## config.mk

```make
export PLATFORM = sky130hd
export DESIGN_NAME = mem_arbiter
export DESIGN_NICKNAME = d
export VERILOG_FILES = /design/src/rtl/mem_arbiter.sv
export SDC_FILE = /design/constraint.sdc
export NUM_CORES = 1
export LEC_CHECK = 0
export ABC_AREA = 1
export BUFFER_PORTS_ARGS = -buffer_cell sky130_fd_sc_hd__buf_4
export CORE_AREA = 2 2 89 91
export CTS_CLUSTER_SIZE = 12
export DETAILED_ROUTE_END_ITERATION = 10
export DIE_AREA = 0 0 91 93
export PLACE_DENSITY = 0.65
export SETUP_SLACK_MARGIN = 0.1
export SLEW_MARGIN = 30
export SYNTH_ARGS = -nofsm -noshare
export SYNTH_HDL_FRONTEND = slang
export SYNTH_SLANG_ARGS = --single-unit
export TNS_END_PERCENT = 50
```

## constraint.sdc

```tcl
create_clock -name clk -period 1.07 [get_ports clk]
set_input_delay 0 -clock clk [delete_from_list [all_inputs] [get_ports clk]]
set_output_delay 0 -clock clk [all_outputs]
set_load 0.005 [all_outputs]
```

## src/rtl/mem_arbiter.sv

```systemverilog
`default_nettype none
// ============================================================================
// Module      : mem_arbiter
// Description : Two-port (CPU / debug) arbiter for a single-port data RAM.
//               The CPU has priority. A starving debug port is forced through
//               after MAX_WAIT lost cycles and then owns the RAM for up to
//               BURST_LEN beats. While halt is high, debug has unconditional
//               priority. Read data returns one cycle after the grant.
// Revision    : 1.0 - initial release
// ============================================================================
module mem_arbiter #(
  parameter int ADDR_W    = 8,
  parameter int DATA_W    = 32,
  parameter int BURST_LEN = 4,
  parameter int MAX_WAIT  = 3
) (
  input  logic              clk,
  input  logic              reset,
  input  logic              halt,
  input  logic              cpu_req,
  input  logic              cpu_we,
  input  logic [ADDR_W-1:0] cpu_addr,
  input  logic [DATA_W-1:0] cpu_wdata,
  output logic              cpu_gnt,
  output logic              cpu_stall,
  output logic              cpu_rvalid,
  output logic [DATA_W-1:0] cpu_rdata,
  input  logic              dbg_req,
  input  logic              dbg_we,
  input  logic [ADDR_W-1:0] dbg_addr,
  input  logic [DATA_W-1:0] dbg_wdata,
  output logic              dbg_gnt,
  output logic              dbg_rvalid,
  output logic [DATA_W-1:0] dbg_rdata,
  output logic [ADDR_W-1:0] mem_addr,
  output logic [DATA_W-1:0] mem_wdata,
  output logic              mem_wren,
  input  logic [DATA_W-1:0] mem_q
);

  localparam int BEAT_W = $clog2(BURST_LEN + 1);
  localparam int WAIT_W = (MAX_WAIT > 0) ? $clog2(MAX_WAIT + 1) : 1;

  localparam logic [BEAT_W-1:0] c_beat_max = BEAT_W'(BURST_LEN);
  localparam logic [BEAT_W-1:0] c_beat_one = BEAT_W'(1);
  localparam logic [WAIT_W-1:0] c_wait_max = WAIT_W'(MAX_WAIT);

  localparam logic [0:0] ST_CPU = 1'b0;
  localparam logic [0:0] ST_DBG = 1'b1;

  logic [0:0]        r_state;
  logic [BEAT_W-1:0] r_beat_cnt;
  logic [WAIT_W-1:0] r_wait_cnt;
  logic [ADDR_W-1:0] r_last_addr;
  logic              r_cpu_rd_pend;
  logic              r_dbg_rd_pend;

  logic              w_cpu_gnt;
  logic              w_dbg_gnt;
  logic              w_burst_cont;
  logic [WAIT_W-1:0] w_wait_eff;

  // Grant decision: continue an owned debug burst, otherwise CPU-priority
  // arbitration (a burst that ends falls back to it in the same cycle with
  // the starvation counter seen as zero).
  always_comb begin
    w_cpu_gnt    = 1'b0;
    w_dbg_gnt    = 1'b0;
    w_burst_cont = 1'b0;
    w_wait_eff   = (r_state == ST_CPU) ? r_wait_cnt : '0;
    if ((r_state == ST_DBG) && dbg_req && ((r_beat_cnt < c_beat_max) || halt)) begin
      w_dbg_gnt    = 1'b1;
      w_burst_cont = 1'b1;
    end else begin
      w_dbg_gnt = dbg_req & (halt | ~cpu_req | (w_wait_eff == c_wait_max));
      w_cpu_gnt = cpu_req & ~w_dbg_gnt;
    end
    if (reset) begin
      w_cpu_gnt    = 1'b0;
      w_dbg_gnt    = 1'b0;
      w_burst_cont = 1'b0;
    end
  end

  // Arbiter state, counters, held address and read-return tracking.
  always_ff @(posedge clk) begin
    if (reset) begin
      r_state       <= ST_CPU;
      r_beat_cnt    <= '0;
      r_wait_cnt    <= '0;
      r_last_addr   <= '0;
      r_cpu_rd_pend <= 1'b0;
      r_dbg_rd_pend <= 1'b0;
    end else begin
      if (w_dbg_gnt) begin
        r_state <= ST_DBG;
        if (!w_burst_cont) begin
          r_beat_cnt <= c_beat_one;
        end else if (r_beat_cnt != c_beat_max) begin
          r_beat_cnt <= r_beat_cnt + c_beat_one;
        end
      end else begin
        r_state    <= ST_CPU;
        r_beat_cnt <= '0;
      end

      if (dbg_req && !w_dbg_gnt) begin
        r_wait_cnt <= (w_wait_eff == c_wait_max) ? c_wait_max : w_wait_eff + WAIT_W'(1);
      end else begin
        r_wait_cnt <= '0;
      end

      if (w_dbg_gnt) begin
        r_last_addr <= dbg_addr;
      end else if (w_cpu_gnt) begin
        r_last_addr <= cpu_addr;
      end

      r_cpu_rd_pend <= w_cpu_gnt & ~cpu_we;
      r_dbg_rd_pend <= w_dbg_gnt & ~dbg_we;
    end
  end

  // RAM-side mux; the address is parked on the last granted one when idle.
  always_comb begin
    mem_addr  = r_last_addr;
    mem_wdata = '0;
    mem_wren  = 1'b0;
    if (reset) begin
      mem_addr = '0;
    end else if (w_dbg_gnt) begin
      mem_addr  = dbg_addr;
      mem_wdata = dbg_wdata;
      mem_wren  = dbg_we;
    end else if (w_cpu_gnt) begin
      mem_addr  = cpu_addr;
      mem_wdata = cpu_wdata;
      mem_wren  = cpu_we;
    end
  end

  assign cpu_gnt    = w_cpu_gnt;
  assign dbg_gnt    = w_dbg_gnt;
  assign cpu_stall  = cpu_req & ~w_cpu_gnt & ~reset;
  // A read issued just before reset must not surface during or after it.
  assign cpu_rvalid = r_cpu_rd_pend & ~reset;
  assign dbg_rvalid = r_dbg_rd_pend & ~reset;
  assign cpu_rdata  = cpu_rvalid ? mem_q : '0;
  assign dbg_rdata  = dbg_rvalid ? mem_q : '0;

endmodule
`default_nettype wire

```

After elaboration in Yosys (flattened, before gate mapping)

Cells that the tools add are included.

Add/subtract/negate cells: 2
Magnitude comparators: 1
Equality and inequality tests: 3
Muxes and demuxes: 22
Bitwise logic cells: 19
Reductions and logical operators: 8

Operators by type and width:

| kind                  | count |
|---|---|
| $mux W32              | 5 |
| $mux W8               | 3 |
| $mux W1               | 12 |
| $not A1 Y1            | 9 |
| $and A1 B1 Y1         | 8 |
| $mux W2               | 2 |
| $reduce_or A2 Y1      | 2 |
| $add A3 B1 Y3 const B | 1 |
| $logic_and A1 B1 Y1   | 3 |
| $lt A3 B3 Y1 const B  | 1 |
| $ne A3 B3 Y1 const B  | 1 |
| $reduce_or A3 Y1      | 1 |
| $add A2 B1 Y2 const B | 1 |
| $eq A2 B2 Y1 const B  | 1 |
| $ne A2 B1 Y1 const B  | 1 |
| $or A1 B1 Y1          | 2 |
| $logic_not A1 Y1      | 1 |
| $logic_or A1 B1 Y1    | 1 |

Flip-flop bits (word level): 16
Output and inout port bits: 110

Depth between registers and ports, before layout

Gate-level depths: netlist of the first run.

Depth in word-level cells: 11
Mapped depth: 8

Least setup slack after synthesis of the first run

No wires, ideal clock.

Kind: flip-flop to flip-flop
Start: reg r_state
End: reg r_last_addr[0]
Setup time: 0.127 ns
Arrival time: 0.987 ns
Required time: 0.943 ns
Slack: -0.043 ns
Stages on the path, launching flop included: 9
Path buffers: 1
Cell sequence: dfxtp_1 inv_2 nand3_2 nand2_2 nand2_4 nand2_4 buf_6 nand3_1 nand2_1

Longest elaborated chain between the ends: 11
Elaborated cells on any way between the ends: 15
Classes of those cells: eq/ne: 1; mux: 8; bitwise: 4; reduce/logical: 2

Ends and longest elaborated chain:

| what                     | RTL line | source |
|---|---|---|
| start: declaration       | 51       | `logic [0:0] r_state;` |
| start signal: assignment | 88       | `r_state <= ST_CPU;` |
| start signal: assignment | 96       | `r_state <= ST_DBG;` |
| start signal: assignment | 103      | `r_state <= ST_CPU;` |
| $mux W2                  | 70       | `w_wait_eff = (r_state == ST_CPU) ? r_wait_cnt : '0;` |
| $eq A2 B2 Y1             | 75       | `w_dbg_gnt = dbg_req & (halt \| ~cpu_req \| (w_wait_eff == c_wait_max));` |
| $or A1 B1 Y1             | 75       |  |
| $and A1 B1 Y1            | 75       |  |
| $not A1 Y1               | 76       | `w_cpu_gnt = cpu_req & ~w_dbg_gnt;` |
| $and A1 B1 Y1            | 76       |  |
| $mux W1                  | 71       | `if ((r_state == ST_DBG) && dbg_req && ((r_beat_cnt < c_beat_max) \|\| halt)) begin` |
| $mux W1                  | 78       | `if (reset) begin` |
| $mux W8                  | -        |  |
| $mux W8 (*)              | 113      | `if (w_dbg_gnt) begin` |
| $mux W8 (*)              | -        |  |
| named net mem_addr[0]    | 35       | `output logic [ADDR_W-1:0] mem_addr,` |
| end signal: assignment   | 114      | `r_last_addr <= dbg_addr;` |
| end signal: assignment   | 116      | `r_last_addr <= cpu_addr;` |
| end: declaration         | 54       | `logic [ADDR_W-1:0] r_last_addr;` |

The timed path passes the listed nets; every way through them passes the cells marked *.
A chain may end at the register's enable or synchronous reset.

Worst setup path in the final report of the first run

Start: reg r_state
End: out mem_addr[7]

Longest elaborated chain between the ends: 11
Elaborated cells on any way between the ends: 15
Classes of those cells: eq/ne: 1; mux: 8; bitwise: 4; reduce/logical: 2

Ends and longest elaborated chain:

| what             | RTL line | source |
|---|---|---|
| $mux W2          | 70       |  |
| $eq A2 B2 Y1     | 75       |  |
| $or A1 B1 Y1     | 75       |  |
| $and A1 B1 Y1    | 75       |  |
| $not A1 Y1       | 76       |  |
| $and A1 B1 Y1    | 76       |  |
| $mux W1          | 71       |  |
| $mux W1          | 78       |  |
| $mux W8          | -        |  |
| $mux W8 (*)      | -        |  |
| $mux W8 (*)      | 129      | `if (reset) begin` |
| end: declaration | 35       |  |

Mark *: on every way between the ends. The rest lies on a longest branch, timed or not.

==> metrics.txt, run 1 <==
die height 93 um; Final min period 1420 ps; Max clock buf depth 2; failing checks hold timing, setup timing; CTS tree done; Comb power frac 0.536; vias in the first global route 2894; clock root buffer clkbuf_8; Slew HR 0.751; Worst EP arrival 1420 ps; nature of the critical path endpoint output pin; RSZ-0062 raised after global routing true; placed cells 656; syn_area_per_cell 5.54 um^2; Final setup viols 113; total grt overflow 0; initial cell density of the core 0.244; Buffers on Ports 228; Startpoint Class flop; type of the most critical hold path in -> reg; worst r2r src r_state; I/O pins 229; DR WL/cell 15.2 um; Via density 4.70; routability cong. 0.811; largest net degree at the start of global routing 40; Final HPWL DP 7220 um; Worst Path Required 1070 ps; status complete, but fails checks; Hold Fails Final Rpt 1; Placed Area 3770 um^2; P_sw 827 uW; P_int 1690 uW; #FFs+latches synth 16; Reg-to-Reg End r_last_addr[6]; clock network power share 0.209; Yosys cell types 23; Setup CP Type reg -> out; Remaining DRCs 0; max_cap viols 0; first-pass GRT wire length 13900 um; worst hold slack -0.438 ps; Sink Count 16; antenna violations before repair 1; clk_lat worst skew 240 ps; remaining antenna violation count 0; highest-count cells in the layout ignoring fill and taps buf_4, nand2_1, inv_1, nand3_1, nor2_2; peak supply drop 0.554 mV; Synth Cell Area 1840 um^2; core area 7530 um^2; H-tree levels 1; Gate Count Post-Synth 332; Pins Over Slew Limit 0; Layout area overhead 149%; Peak Freq 707 MHz; internal reg-to-reg setup slack -180 ps; power density over the cells 550 nW/um^2; Layout Nets 693; routed via count 3165; Die X-Extent 91 um; Worst-path clk slew 60 ps; post-route cell area 4580 um^2; R2R cell count 9; proportion of layout cells with a drive suffix above 1 0.637; number of diodes 0; Detailed Route WL 10200 um; row cnt 32; gr usage total 0.197; most common cell after layout, fill and taps aside buf_4; fin crit share 1.32; Synth warnings 0; Non-Filler Instances 673; Switching Fraction 0.328; Hold Path Depth 3; CTS Buf Count 3; 1st-iter DRT viols 100; Worst-Margin Slew 373 ps; leak pwr 0.00244 uW; HP Start dbg_addr[1]; Hold Path End r_last_addr[1]; Clock Skew 2.10 ps; sequential power share 0.256; Final WS setup -345 ps; die area 8460 um^2; Seq/Total Area, Yosys 0.174; Post-Syn Nets 453; Crit Path Max Fanout 12; length of the first detailed-routing pass in iterations 4
[power groups by stage]
| stage | sequential [uW] | clock, uW | combinational, uW |
|---|---|---|---|
| floorplan | 656 | 0 | 435 |
| global placement | 656 | 0 | 1130 |
| detailed placement | 658 | 0 | 1140 |
| CTS | 645 | 537 | 1200 |
| global route | 648 | 550 | 1460 |
| finish | 645 | 526 | 1350 |
[sequential cells by signal, indices dropped and copies added, names as in the netlist]
name / count
r_beat_cnt: 3
r_wait_cnt: 2
r_cpu_rd_pend: 1
r_last_addr: 8
r_dbg_rd_pend: 1
r_state: 1
[worst max-delay path, stage by stage, from the launching register on]
cell and delay (ps):
dfxtp_4 360, inv_2 60, nand3_2 60, nand2_2 90, nand2_4 90, nand2_8 100, buf_12 130, nand3_1 70
nand2_1 100, buf_4 110
[Yosys cell counts]
library cell,number,area (um^2)
buf_6,4,45.0
buf_4,1,7.51
o21ai_0,9,45.0
nand2_2,1,6.26
inv_2,3,11.3
ha_1,2,25.0
nand2_1,48,180
nand4_1,35,219
nor3_1,1,5.00
buf_2,10,50.1
nand2_4,2,22.5
inv_1,41,154
nand3_1,40,200
nor2_2,1,6.26
clkbuf_1,10,37.5
nor2_1,88,330
buf_1,2,7.51
nand3_4,1,17.5
nand3_2,11,110
xnor2_1,1,8.76
a21oi_1,4,20.0
dfxtp_1,16,320
nor3_2,1,10.0
[layout make-up]
type                    instances  area, um^2
fillers                       676        2950
repair buffers                262        2320
multi-input cells             245        1580
flip-flops and latches         16         330
inverters                      44         165
well taps                     102         128
clock buffers                   4        55.1
[cells by family after synthesis]
group	synth area share
XOR/XNOR	0.00476
flip-flops	0.174
AO/OA/AOI/OAI	0.0354
buffers and inverters	0.170
AND/OR/NAND/NOR	0.602
adder cells (fa/ha/maj)	0.0136
[through the flow]
| step | total power [uW] | worst slack, ps | util | hold WS [ps] | TNS [ps] |
|---|---|---|---|---|---|
| after floorplan | 1090 | 6.30 | - | 69.7 | 0 |
| after global placement | 1790 | -58.4 | 0.501 | 201 | -1410 |
| after detailed placement | 1800 | -88.8 | 0.501 | 203 | -2220 |
| after CTS | 2380 | -351 | 0.546 | 1.78 | -14640 |
| after global routing | 2660 | -415 | 0.609 | 11.9 | -22960 |
| final | 2520 | -345 | 0.609 | -0.438 | -16530 |
[metal layers]
layer  wire, um  vias to the layer above  global-route usage
li1           -                     1551                   -
met1       3790                     1453               0.222
met2       5470                      152               0.380
met3        918                        7              0.0612
met4         61                        2             0.00758
met5         13                        -                   0
[what timing repair did]
| item | in CTS | in global routing |
|---|---|---|
| hold buffers | 2 | 0 |
| cloned | 3 | 6 |
| setup endpoints to repair | 126 | 126 |
| hold endpoints to repair | 2 | 0 |
| pin swaps | 1 | 2 |
| resized for setup | 64 | 83 |
| buffers inserted | 0 | 2 |
[how the worst max path moves through the flow]
| stage | from | endpoint | slack (ps) | cells past startpoint |
|---|---|---|---|---|
| global route | r_state | mem_addr[5] | -420 | 9 |
| global placement | r_state | mem_wdata[11] | -60 | 8 |
| finish | r_state | mem_addr[7] | -350 | 9 |
| floorplan | r_state | r_last_addr[0] | 6 | 8 |
| CTS | r_state | mem_wdata[27] | -350 | 9 |
| detailed placement | r_state | r_dbg_rd_pend | -90 | 8 |
(Power assumes the default switching activity.)
==> inputs of run 2 (changes only) <==
--- a/config.mk
+++ b/config.mk
@@ -7,10 +7,11 @@
 export LEC_CHECK = 0
 export ABC_AREA = 1
 export BUFFER_PORTS_ARGS = -buffer_cell sky130_fd_sc_hd__buf_4
-export CORE_AREA = 2 2 89 91
+export CORE_AREA = 2 2 88 90
+export CTS_BUF_LIST = sky130_fd_sc_hd__clkbuf_8 sky130_fd_sc_hd__clkbuf_16
 export CTS_CLUSTER_SIZE = 12
 export DETAILED_ROUTE_END_ITERATION = 10
-export DIE_AREA = 0 0 91 93
+export DIE_AREA = 0 0 90 92
 export PLACE_DENSITY = 0.65
 export SETUP_SLACK_MARGIN = 0.1
 export SLEW_MARGIN = 30
==> constraint.sdc (replaced) <==
create_clock -name clk -period 1.4 [get_ports clk]
set_input_delay 0 -clock clk [delete_from_list [all_inputs] [get_ports clk]]
set_output_delay 0 -clock clk [all_outputs]
set_load 0.005 [all_outputs]
==> run 2 against run 1 <==
Cell area is 9.1% lower. Clock power decreased by 20%. Setup slack improved by 280 ps. Clock-buffer cell count is the same. Total power is 23% lower. The flow finishes with violations (setup timing).
==> metrics.txt, run 2 (same netlist as run 1, synthesis figures left out) <==
R2R cell count 8 (was 9); peak supply drop 0.606 mV (was 0.554 mV); routed via count 3049 (was 3165); routability cong. 0.841 (was 0.811); Crit Path Max Fanout 5 (was 12); Max clock buf depth 2 (unchanged); fin util 0.559 (was 0.609); gr usage total 0.194 (was 0.197); Pins Over Slew Limit 0 (unchanged); clk_lat worst skew 250 ps (was 240 ps); CTS Buf Count 3 (unchanged); type of the most critical hold path in -> reg (unchanged); H-tree levels 1 (unchanged); 1st-iter DRT viols 108 (was 100); number of diodes 0 (unchanged); failing checks setup timing (was hold timing, setup timing); die height 92 um (was 93 um); Worst-Margin Slew 455 ps (was 373 ps); Remaining DRCs 0 (unchanged); initial cell density of the core 0.247 (was 0.244); max_cap viols 0 (unchanged); Die X-Extent 90 um (was 91 um); CTS tree done (unchanged); vias in the first global route 2824 (was 2894); Final min period 1470 ps; largest net degree at the start of global routing 34 (was 40); most common cell after layout, fill and taps aside buf_4 (unchanged); delay-heaviest family, CP simple AND/OR/NAND/NOR gates (unchanged); row cnt 32 (unchanged); status complete, but fails checks (unchanged); Clock Skew 2.20 ps (was 2.10 ps); DR WL/cell 13.9 um (was 15.2 um); Fillers 717 (was 676); Worst-path clk slew 70 ps (was 60 ps); Final setup viols 41 (was 113); Hold Fails Final Rpt 0 (was 1); Layout area overhead 126% (was 149%); WP depth 9 (unchanged); Critical Path Max Stage Delay 330 ps (was 360 ps); Hold Path Depth 3 (unchanged); critical-path cell with the highest stage delay dfxtp_2 (was dfxtp_4); critical path, cell by cell inv_2 -> nand3_2 -> nand2_2 -> nand2_4 -> nand2_8 -> buf_6 -> nand3_1 -> nand2_1 -> buf_4 (was inv_2 -> nand3_2 -> nand2_2 -> nand2_4 -> nand2_8 -> buf_12 -> nand3_1 -> nand2_1 -> buf_4); Final WS setup -69.0 ps (was -345 ps); Detailed Route WL 9350 um (was 10200 um); Final TNS setup -1600 ps (was -16530 ps); Worst Path Required 1400 ps (was 1070 ps); Setup Slack @ Placement 140 ps (was -88.8 ps); RSZ-0062 raised after global routing true (unchanged); Buffers on Ports 228 (unchanged); Largest regs r_last_addr: 8 flops, r_beat_cnt: 3 flops, r_wait_cnt: 2 flops (unchanged); Worst EP arrival 1470 ps (was 1420 ps); first-pass GRT wire length 13400 um (was 13900 um); I/O pins 229 (unchanged); leak pwr 0.00239 uW (was 0.00244 uW); total grt overflow 0 (unchanged); Buf/Inv on CP 3 (unchanged); power density over the cells 464 nW/um^2 (was 550 nW/um^2); antenna violations before repair 0 (was 1); remaining antenna violation count 0 (unchanged); clock root buffer clkbuf_8 (unchanged); length of the first detailed-routing pass in iterations 5 (was 4); highest-count cells in the layout ignoring fill and taps buf_4, nor2_1, nand2_1 (was buf_4, nand2_1, inv_1, nand3_1, nor2_2); proportion of layout cells with a drive suffix above 1 0.523 (was 0.637); Sink Count 16 (unchanged); Layout Nets 692 (was 693); max FFs per register 8 (unchanged); core area 7450 um^2 (was 7530 um^2); Most flops, register r_last_addr (unchanged); Slew HR 0.696 (was 0.751); die area 8280 um^2 (was 8460 um^2); Setup CP Type reg -> out (unchanged); nature of the critical path endpoint output pin (unchanged); Via density 4.54 (was 4.70); worst hold slack 0.950 ps (was -0.438 ps); fin crit share 1.05; Peak Freq 681 MHz; Final HPWL DP 6690 um (was 7220 um); Startpoint Class flop (unchanged)
run 2: cell count changes in the layout (fill, tap and decap cells not counted), sizes merged:
cell         previous run  this run
clkbuf                 10         7
nand2                  51        52
buf                   254       251
dlygate4sd3             2         6
run 2: worst register-to-register path: stages, from the launching register on:
cell and delay [ps]:
dfxtp_2 350, inv_2 50, nand3_2 60, nand2_2 70, nand2_4 140, nand2_8 100, buf_6 150, nand3_1 70
nand2_1 80
run 2: path summary, 6_finish.rpt:
path                          to           from  slack [ps]
setup / recovery     mem_addr[3]        r_state         -70
hold / removal    r_last_addr[7]    dbg_addr[7]           1
setup reg to reg  r_last_addr[3]        r_state         220
hold reg to reg    r_beat_cnt[1]  r_beat_cnt[1]         500
run 2: what timing repair did:
action / in CTS / in global routing
buffers inserted: 6 / 2
endpoints found under the setup margin: 44 / 44
pin swaps: 4 / 23
gates cloned: 2 / 5
endpoints found under the hold margin: 6 / 0
gates resized for setup: 12 / 34
hold buffers: 6 / 0
run 2: layout make-up:
type	count	area, um^2	share of cell area
tap	102	128	0.0307
multi-input combinational	246	1300	0.312
timing repair buffer	260	2190	0.527
sequential	16	324	0.0778
clock buffer	4	55.1	0.0132
inverter	44	165	0.0397
run 2: metrics by stage:
step	std cells	power, uW	area (um^2)
2_1_floorplan	332	833	1840
3_3_place_gp	647	1340	3670
3_5_place_dp	647	1350	3670
4_1_cts	665	1840	3920
5_1_grt	672	2050	4160
6_report	672	1930	4160
run 2: routing by layer:
metal | share of wire | vias to the layer above | track usage
li1 | - | 1549 | -
met1 | 0.39 | 1351 | 0.229
met2 | 0.53 | 143 | 0.370
met3 | 0.082 | 6 | 0.0477
met4 | 0.0026 | 0 | 0.0154
met5 | 0 | - | 0
run 2: where the power goes:
part | total, uW | switching (uW) | internal [uW]
logic | 1020 | 436 | 586
registers | 492 | 9.54 | 483
clock network | 419 | 169 | 250
total | 1930 | 615 | 1320
==> inputs of run 3 (changes only) <==
--- a/config.mk
+++ b/config.mk
@@ -18,4 +18,3 @@
 export SYNTH_ARGS = -nofsm -noshare
 export SYNTH_HDL_FRONTEND = slang
 export SYNTH_SLANG_ARGS = --single-unit
-export TNS_END_PERCENT = 50
==> run 3 against run 2 <==
The run ends with hold timing, setup timing left. Sequential share of layout area is 0.26 points lower. Critical path depth stayed put. Clock power hardly changed. Core utilization is 1.9 points higher. Setup slack better by 3.7 ps. Wire length is 1.9% higher. Final cell count is 0.15% higher. Total power is 3.2% higher. Cell area is 3.4% higher. Worst hold slack worse by 2.1 ps. Clock skew is 1.2 ps lower. First-iteration DRC count is 19% lower. Largest power group unchanged.
==> metrics.txt, run 3 (same netlist as run 1, synthesis figures left out) <==
Most flops, register r_last_addr (unchanged); clock root buffer clkbuf_8 (unchanged); clock network power share 0.211 (was 0.217); Max clock buf depth 2 (unchanged); proportion of layout cells with a drive suffix above 1 0.553 (was 0.523); CTS Buf Count 3 (unchanged); routability cong. 0.841 (unchanged); Pins Over Slew Limit 0 (unchanged); P_int 1350 uW (was 1320 uW); type of the most critical hold path in -> reg (unchanged); peak supply drop 0.606 mV (about the same); Sink Count 16 (unchanged); Final min period 1470 ps (about the same); core area 7450 um^2 (unchanged); max_cap viols 0 (unchanged); Crit Path Max Fanout 5 (unchanged); Worst-path clk slew 70 ps (about the same); Final WS setup -65.3 ps (was -69.0 ps); row cnt 32 (unchanged); first-pass GRT wire length 13500 um (was 13400 um); routed via count 3099 (was 3049); H-tree levels 1 (unchanged); clk_lat worst skew 250 ps (about the same); Die X-Extent 90 um (unchanged); Largest regs r_last_addr: 8 flops, r_beat_cnt: 3 flops, r_wait_cnt: 2 flops (unchanged); placed cells 647 (unchanged); highest-count cells in the layout ignoring fill and taps buf_4, nor2_1, inv_1 (was buf_4, nor2_1, nand2_1); max FFs per register 8 (unchanged); antenna violations before repair 0 (unchanged); Hold Fails Final Rpt 1 (was 0); RSZ-0062 raised after global routing true (unchanged); Hold Path Depth 3 (unchanged); R2R cell count 5 (was 8); Buffers on Ports 228 (unchanged); fin util 0.578 (was 0.559); Detailed Route WL 9530 um (was 9350 um); met2 wire length 5010 um (was 4950 um); length of the first detailed-routing pass in iterations 6 (was 5); nature of the critical path endpoint output pin (unchanged); Setup CP Type reg -> out (unchanged); power density over the cells 463 nW/um^2 (was 464 nW/um^2); Slew HR 0.660 (was 0.696); gr usage total 0.194 (about the same); die height 92 um (unchanged); largest net degree at the start of global routing 34 (unchanged); die area 8280 um^2 (unchanged); Final setup viols 39 (was 41); worst hold slack -1.11 ps (was 0.950 ps); post-route cell area 4300 um^2 (was 4160 um^2); Worst-Margin Slew 509 ps (was 455 ps); Switching Fraction 0.324 (was 0.318); Clock Skew 0.993 ps (was 2.20 ps); status complete, but fails checks (unchanged); leak pwr 0.00241 uW (was 0.00239 uW); Peak Freq 682 MHz (was 681 MHz); I/O pins 229 (unchanged); Non-Filler Instances 673 (was 672); DR WL/cell 14.2 um (was 13.9 um); top sig layer met4 (unchanged); most common cell after layout, fill and taps aside buf_4 (unchanged); P_sw 646 uW (was 615 uW); Setup Slack @ Placement 140 ps (unchanged); met3 wire length 776 um (was 768 um); Startpoint Class flop (unchanged); remaining antenna violation count 0 (unchanged); vias in the first global route 2818 (was 2824); fin crit share 1.05 (about the same); Remaining DRCs 0 (unchanged); Placed Area 3670 um^2 (unchanged); total grt overflow 0 (unchanged); Final HPWL DP 6690 um (unchanged); CTS tree done (unchanged); Layout Nets 693 (was 692); Worst Path Required 1400 ps (about the same); sequential power share 0.247 (was 0.255); number of diodes 0 (unchanged); Layout area overhead 134% (was 126%); failing checks hold timing, setup timing (was setup timing); initial cell density of the core 0.247 (unchanged); Worst EP arrival 1470 ps (about the same); M1 WL 3680 um (was 3610 um); 1st-iter DRT viols 88 (was 108); Comb power frac 0.542 (was 0.529); Via density 4.60 (was 4.54)
## run 3: per-layer routing
metal | up-vias | global-route usage
li1 | 1548 | -
met1 | 1395 | 0.230
met2 | 148 | 0.368
met3 | 8 | 0.0477
met4 | 0 | 0.0154
met5 | - | 0
## run 3: repair_timing
action | 4_1_cts | 5_1_grt
hold buffers | 6 | 0
setup buffers | 6 | 2
resized for setup | 15 | 64
pin swaps | 4 | 33
gates cloned | 2 | 6
setup endpoints to repair | 44 | 44
endpoints found under the hold margin | 6 | 0
## run 3: cell type report
| cell class | count | area (um^2) |
|---|---|---|
| Clock buffer | 4 | 55.1 |
| Sequential cell | 16 | 324 |
| Multi-Input combinational cell | 246 | 1380 |
| Inverter | 44 | 165 |
| Tap cell | 102 | 128 |
| Timing Repair Buffer | 261 | 2260 |
| Fill cell | 691 | 3140 |
## run 3: power groups by stage
stage | clock [uW] | sequential [uW] | combinational [uW]
2_1_floorplan | 0 | 501 | 332
3_3_place_gp | 0 | 503 | 836
3_5_place_dp | 0 | 502 | 845
4_1_cts | 429 | 492 | 923
5_1_grt | 447 | 494 | 1160
6_report | 422 | 492 | 1080
## run 3: stage by stage
step / TNS, ps / power (uW) / hold WS, ps
after floorplan: 0 / 833 / 69.7
after global placement: 0 / 1340 / 183
after detailed placement: 0 / 1350 / 189
after CTS: -1560 / 1840 / 0.0235
after global routing: -4150 / 2100 / 9.11
final: -1360 / 1990 / -1.11
## run 3: final timing paths
kind | start | to | slack [ps]
worst max-delay path | r_state | mem_wren | -70
worst min-delay path | dbg_addr[4] | r_last_addr[4] | -1
worst max register to register | r_state | r_wait_cnt[0] | 220
worst min register to register | r_beat_cnt[1] | r_beat_cnt[1] | 500
## run 3: worst max-delay path, stage by stage, from the launching register on
cell	delay, ps
dfxtp_2	330
inv_2	60
nand3_2	60
nand2_2	90
nand2_4	110
buf_12	160
clkbuf_16	150
nand4_1	60
nand2_1	60
buf_6	120
